`config.mk`:
```
export PLATFORM = sky130hd
export DESIGN_NAME = multdiv_ula
export DESIGN_NICKNAME = d
export VERILOG_FILES = /design/src/rtl/multdiv_ula.sv
export SDC_FILE = /design/constraint.sdc
export NUM_CORES = 1
export LEC_CHECK = 0
export CELL_PAD_IN_SITES_DETAIL_PLACEMENT = 0
export CELL_PAD_IN_SITES_GLOBAL_PLACEMENT = 1
export CORE_ASPECT_RATIO = 1.2
export CORE_MARGIN = 3
export CORE_UTILIZATION = 48
export CTS_BUF_LIST = sky130_fd_sc_hd__clkbuf_2
export DETAILED_ROUTE_END_ITERATION = 7
export PLACE_DENSITY = 0.95
export SYNTH_ARGS = -nofsm -noshare
export SYNTH_HDL_FRONTEND = slang
export SYNTH_SLANG_ARGS = --single-unit
```
`constraint.sdc`:
```
create_clock -name clock -period 5.4 [get_ports clock]
set_input_delay 1.08 -clock clock [delete_from_list [all_inputs] [get_ports clock]]
set_output_delay 1.08 -clock clock [all_outputs]
set_load 0.01 [all_outputs]
```
`src/rtl/multdiv_ula.sv`:
```
// multdiv_ula -- iterative multiply/divide unit holding the HI/LO registers.
//
// Runs MULT/MULTU/DIV/DIVU one iteration per clock edge. Signed operations
// work on operand magnitudes; the result signs are fixed at the end.
//
// Handshake: a request is accepted on the rising edge where iniciar=1 and the
// unit is idle (ocupado=0). Operands are latched on that edge and ocupado
// rises. Requests made while ocupado=1 are dropped. Exactly WIDTH+1 edges
// after acceptance (one edge for divide-by-zero), pronto pulses for a single
// cycle, ocupado falls and hi/lo hold the result. A new request may be raised
// in the pronto cycle and is accepted on the following edge.
//
// Ports:
//   clock     rising-edge system clock
//   reset     asynchronous active-low reset
//   iniciar   start request
//   operacao  00 MULT, 01 MULTU, 10 DIV, 11 DIVU
//   entradaA  multiplicand / dividend
//   entradaB  multiplier / divisor
//   ocupado   operation in progress
//   pronto    one-cycle completion pulse
//   hi, lo    product high/low half, or remainder/quotient
//   divZero   last divide had a zero divisor; cleared by the next accept
//   estado    current FSM state (0 OCIOSO, 1 CALCULA, 2 FINALIZA)
module multdiv_ula #(
  parameter int WIDTH = 32
) (
  input  logic             clock,
  input  logic             reset,
  input  logic             iniciar,
  input  logic [1:0]       operacao,
  input  logic [WIDTH-1:0] entradaA,
  input  logic [WIDTH-1:0] entradaB,
  output logic             ocupado,
  output logic             pronto,
  output logic [WIDTH-1:0] hi,
  output logic [WIDTH-1:0] lo,
  output logic             divZero,
  output logic [1:0]       estado
);

  localparam int CW = $clog2(WIDTH) + 1;

  typedef enum logic [1:0] {
    OCIOSO   = 2'd0,
    CALCULA  = 2'd1,
    FINALIZA = 2'd2
  } state_t;

  state_t state, state_next;

  logic [CW-1:0]      cnt;
  // Upper half: partial product / partial remainder.
  // Lower half: remaining multiplier bits / dividend bits becoming quotient.
  logic [2*WIDTH-1:0] acc;
  logic [WIDTH-1:0]   mcand;       // multiplicand or divisor magnitude
  logic               op_div;
  logic               dz_pend;     // divide by zero detected at accept
  logic               neg_main;    // product sign, or quotient sign
  logic               neg_rem;     // remainder sign (sign of dividend)

  logic               accept;
  logic               op_signed;
  logic               b_zero;
  logic               last_iter;
  logic               a_neg, b_neg;
  logic [WIDTH-1:0]   a_mag, b_mag;
  logic [WIDTH:0]     mul_sum;
  logic [2*WIDTH-1:0] mul_next;
  logic [WIDTH:0]     div_shift;
  logic [WIDTH:0]     div_diff;
  logic [2*WIDTH-1:0] div_next;
  logic [2*WIDTH-1:0] prod;
  logic [WIDTH-1:0]   fin_hi, fin_lo;

  assign ocupado = (state != OCIOSO);
  assign estado  = state;

  // Operand conditioning at the accept edge
  always_comb begin
    accept    = (state == OCIOSO) && iniciar;
    op_signed = ~operacao[0];
    b_zero    = (entradaB == '0);
    a_neg     = op_signed & entradaA[WIDTH-1];
    b_neg     = op_signed & entradaB[WIDTH-1];
    a_mag     = a_neg ? -entradaA : entradaA;
    b_mag     = b_neg ? -entradaB : entradaB;
    last_iter = (cnt == CW'(WIDTH - 1));
  end

  // One iteration of each algorithm
  always_comb begin
    // Shift-add: add the multiplicand into the upper half when the current
    // multiplier bit is set, then shift the whole accumulator right,
    // keeping the carry out of the addition.
    mul_sum  = {1'b0, acc[2*WIDTH-1:WIDTH]} + (acc[0] ? {1'b0, mcand} : '0);
    mul_next = {mul_sum, acc[WIDTH-1:1]};

    // Restoring divide: shift the next dividend bit into the remainder and
    // try subtracting the divisor. A negative difference (MSB set) means the
    // subtraction is undone and the quotient bit is 0.
    div_shift = {acc[2*WIDTH-1:WIDTH], acc[WIDTH-1]};
    div_diff  = div_shift - {1'b0, mcand};
    if (div_diff[WIDTH])
      div_next = {div_shift[WIDTH-1:0], acc[WIDTH-2:0], 1'b0};
    else
      div_next = {div_diff[WIDTH-1:0], acc[WIDTH-2:0], 1'b1};
  end

  // Sign correction applied when the results are written
  always_comb begin
    prod = neg_main ? -acc : acc;
    if (op_div) begin
      fin_lo = neg_main ? -acc[WIDTH-1:0] : acc[WIDTH-1:0];
      fin_hi = neg_rem ? -acc[2*WIDTH-1:WIDTH] : acc[2*WIDTH-1:WIDTH];
    end else begin
      fin_lo = prod[WIDTH-1:0];
      fin_hi = prod[2*WIDTH-1:WIDTH];
    end
  end

  // FSM state register
  always_ff @(posedge clock or negedge reset) begin
    if (!reset) state <= OCIOSO;
    else        state <= state_next;
  end

  // FSM next-state logic
  always_comb begin
    state_next = state;
    case (state)
      OCIOSO: begin
        if (accept)
          state_next = (operacao[1] && b_zero) ? FINALIZA : CALCULA;
      end
      CALCULA: begin
        if (last_iter) state_next = FINALIZA;
      end
      FINALIZA: state_next = OCIOSO;
      default:  state_next = OCIOSO;
    endcase
  end

  // Datapath and result registers
  always_ff @(posedge clock or negedge reset) begin
    if (!reset) begin
      cnt      <= '0;
      acc      <= '0;
      mcand    <= '0;
      op_div   <= 1'b0;
      dz_pend  <= 1'b0;
      neg_main <= 1'b0;
      neg_rem  <= 1'b0;
      pronto   <= 1'b0;
      divZero  <= 1'b0;
      hi       <= '0;
      lo       <= '0;
    end else begin
      pronto <= 1'b0;
      case (state)
        OCIOSO: begin
          if (accept) begin
            cnt      <= '0;
            acc      <= {{WIDTH{1'b0}}, a_mag};
            mcand    <= b_mag;
            op_div   <= operacao[1];
            dz_pend  <= operacao[1] & b_zero;
            neg_main <= a_neg ^ b_neg;
            neg_rem  <= a_neg;
            divZero  <= 1'b0;
          end
        end
        CALCULA: begin
          cnt <= cnt + 1'b1;
          acc <= op_div ? div_next : mul_next;
        end
        FINALIZA: begin
          pronto <= 1'b1;
          if (dz_pend) begin
            divZero <= 1'b1;
          end else begin
            hi <= fin_hi;
            lo <= fin_lo;
          end
        end
        default: ;
      endcase
    end
  end

endmodule

```
==> results.cfg <==
[clocking]
post_cts_buffers = 0
clkTransAtPathRegs_ns = 0.31
hold_buffers = 0
root_buffer = clkbuf_2
ctsResizeCount = 0
htreeDepth = 4
insertion_delay_ns = 0.84
cts_tree = yes
cts.sinks = 174
cts_inserted_buffers = 17
cts_max_path_buffers = 2

[critical_path]
r2r_start = acc[32]
path_buf_inv = 2
rr_endpoint = acc[51]
cp.required_ns = 6.14
path_cells = inv_1 > fa_1 > nand2b_1 > a21oi_1 > o41ai_2 > o31ai_1 > o211ai_1 > a221oi_4 > buf_4 > mux2i_1 > nand2_1 > a32o_1
critPathMaxFanout = 29
cp_top_family = compound AO/OA/AOI/OAI gates
worstSetupEndpointType = flop
critPathLaunchType = flop
cpMaxStageDelayCell = dfrtp_1
path_class = reg -> reg
arrival_ns = 4.80
cp_slowest_stage_delay_ns = 0.59
reg2reg_depth = 12
r2r_slack_ns = 1.34

[layout]
regArea_um2 = 4360
final_cell_mix = nand2_1 (225), o21ai_0 (195), dfrtp_1 (173)
fin_util_pct = 55.7
multi_input_comb_area_um2 = 8730
final_nets = 1919
layout_commonest_cell = nand2_1
fill_cells = 2712
drive_above_1_share_pct = 5.47
syn_to_final_growth_pct = 13.9

[sta]
max_freq_ghz = 0.247
setup_viol = 0
fin_skew_ns = 0.0464
rsz0062_at_grt = no
period_share_pct = 75.1
slew_headroom_pct = 17.4
slew_viol_final = 0
hold_viol = 0
tns_ns = 0
fin_crit_ns = 4.06
tightest_slew_ns = 1.24

[pwr]
seqPwrFrac_pct = 25.4
irDropWorstVdd_mv = 0.338
power_density_nw_per_um2 = 667
combPwrFrac_pct = 68.0
p_int_w = 0.00496
p_clk_share_pct = 6.6
p_leak_nw = 6.59
switching_share_pct = 52.2
switchingPower_w = 0.00542

[floorplanning]
boundaryPins = 138
dieWidth_um = 160
die_h_um = 191
rows = 67
initial_utilization_pct = 48.9
die-area_um2 = 30600
core_um2 = 28000

[yosys]
synth_seq_cells = 174
netlist_area_um2 = 13700
yosysWarnings = 0
synth_nets = 1832
ys.flop_type = dfrtp_1
synthCells = 1692
avgSynthCellArea_um2 = 8.08
synth-edff-count = 0
yosysSeqAreaShare_pct = 31.8
yosysUniqueCellTypes = 85
async_reset_ff_share_pct = 100

[routing]
route.detailed.drc = 0
viasPerCell = 5.98
wl_mm = 43.6
drtIter0Drc = 1003
ant_nets = 0
first_pass_iters = 7
vias = 13000
wl_per_cell_um = 20.1

[global_route]
antenna_found_initial = 1
grt_pass1_vias = 12700
grt_overflow = 0
grt_first_pass_wirelength_mm = 69.2
grt_max_degree = 102
grt.total_usage_pct = 28.4

[flow_run]
cap_violations = 0

[placement]
gp_congestion = 0.975
hpwl_mm = 33.5
port_buffers = 137

[hold_path]
hold_class = in -> async

[status]
status = completed
[kinds of logic (layout without fill, tap and decap cells)]
logic type / after synthesis / in the layout / synth area share [%]
other: 0 / 3 / 0
multiplexers: 48 / 48 / 3.66
AND/OR/NAND/NOR: 540 / 540 / 18.8
adder cells (fa/ha/maj): 71 / 71 / 6.60
XOR/XNOR: 167 / 167 / 10.7
buffers and inverters: 161 / 261 / 4.55
flip-flops: 174 / 174 / 31.8
AO/OA/AOI/OAI: 531 / 531 / 23.9
[worst register-to-register path, stage by stage, from the launching register on]
cell and delay (ns):
dfrtp_1 0.59, inv_1 0.16, fa_1 0.47, nand2b_1 0.18
a21oi_1 0.29, o41ai_2 0.17, o31ai_1 0.58, o211ai_1 0.23
a221oi_4 0.28, buf_4 0.38, mux2i_1 0.27, nand2_1 0.08
a32o_1 0.28
[cell usage after synthesis (all sizes together), types with 28 or more instances]
cell type / instances / area, um^2
a21oi: 113 / 566
clkbuf: 78 / 293
dfrtp: 174 / 4350
ha: 69 / 863
inv: 71 / 267
mux2i: 32 / 320
nand2: 225 / 845
nand3: 31 / 165
nor2: 119 / 447
nor3: 28 / 145
o21ai: 204 / 1020
xnor2: 82 / 718
xor2: 85 / 744
[routing by layer]
layer | vias to the layer above | GRT usage [%] | share of wire (%)
li1 | 6220 | - | -
met2 | 513 | 46.5 | 47
met5 | - | 0 | 0
met1 | 6117 | 34.6 | 40
met4 | 0 | 20.3 | 7.7
met3 | 153 | 3.92 | 5.7
[power groups by stage]
| stage | sequential [W] | combinational (W) | clock [W] |
|---|---|---|---|
| floorplan | 0.00246 | 0.00487 | 0 |
| global placement | 0.00264 | 0.00688 | 0 |
| detailed placement | 0.00265 | 0.00696 | 0 |
| CTS | 0.00263 | 0.00700 | 0.000699 |
| global route | 0.00272 | 0.00777 | 0.000750 |
| finish | 0.00264 | 0.00707 | 0.000683 |
[cell type report]
class | instances | share of cell area [%]
antenna | 3 | 0.0482
sequential | 174 | 28.0
tap | 379 | 3.04
clock inverter | 14 | 0.859
timing repair buffer | 157 | 9.77
clock buffer | 18 | 0.578
inverter | 72 | 1.73
multi-input combinational | 1357 | 56.0
[sequential cells by signal (all words and copies together) (netlist names)]
name / flops
neg_main: 1
hi: 32
divZero: 1
pronto: 1
estado: 2
lo: 32
acc: 64
cnt: 6
op_div: 1
mcand: 32
dz_pend: 1
neg_rem: 1
[how the worst max path moves through the flow]
stage                     cells after the start   startpoint  slack, ns        end
after floorplan                              13       acc[0]       2.19    acc[61]
after global placement                       12      acc[32]       1.46    acc[51]
after detailed placement                      9  entradaB[6]       1.38  mcand[29]
after CTS                                    12      acc[32]       1.36    acc[51]
after global routing                         12      acc[32]       1.07    acc[51]
final                                        12      acc[32]       1.34    acc[51]
[metrics by stage]
step | cell area [um^2] | hold slack, ns | setup slack [ns] | cells | power [W]
finish | 15600 | 0.293 | 1.34 | 2174 | 0.0104
global route | 15600 | 0.274 | 1.07 | 2173 | 0.0112
CTS | 15600 | 0.275 | 1.36 | 2171 | 0.0103
detailed placement | 15400 | 0.469 | 1.38 | 2139 | 0.00962
global placement | 15400 | 0.460 | 1.46 | 2139 | 0.00952
floorplan | 13700 | 0.450 | 2.19 | 1692 | 0.00733
Note: power is estimated with default switching activity, not from simulation.
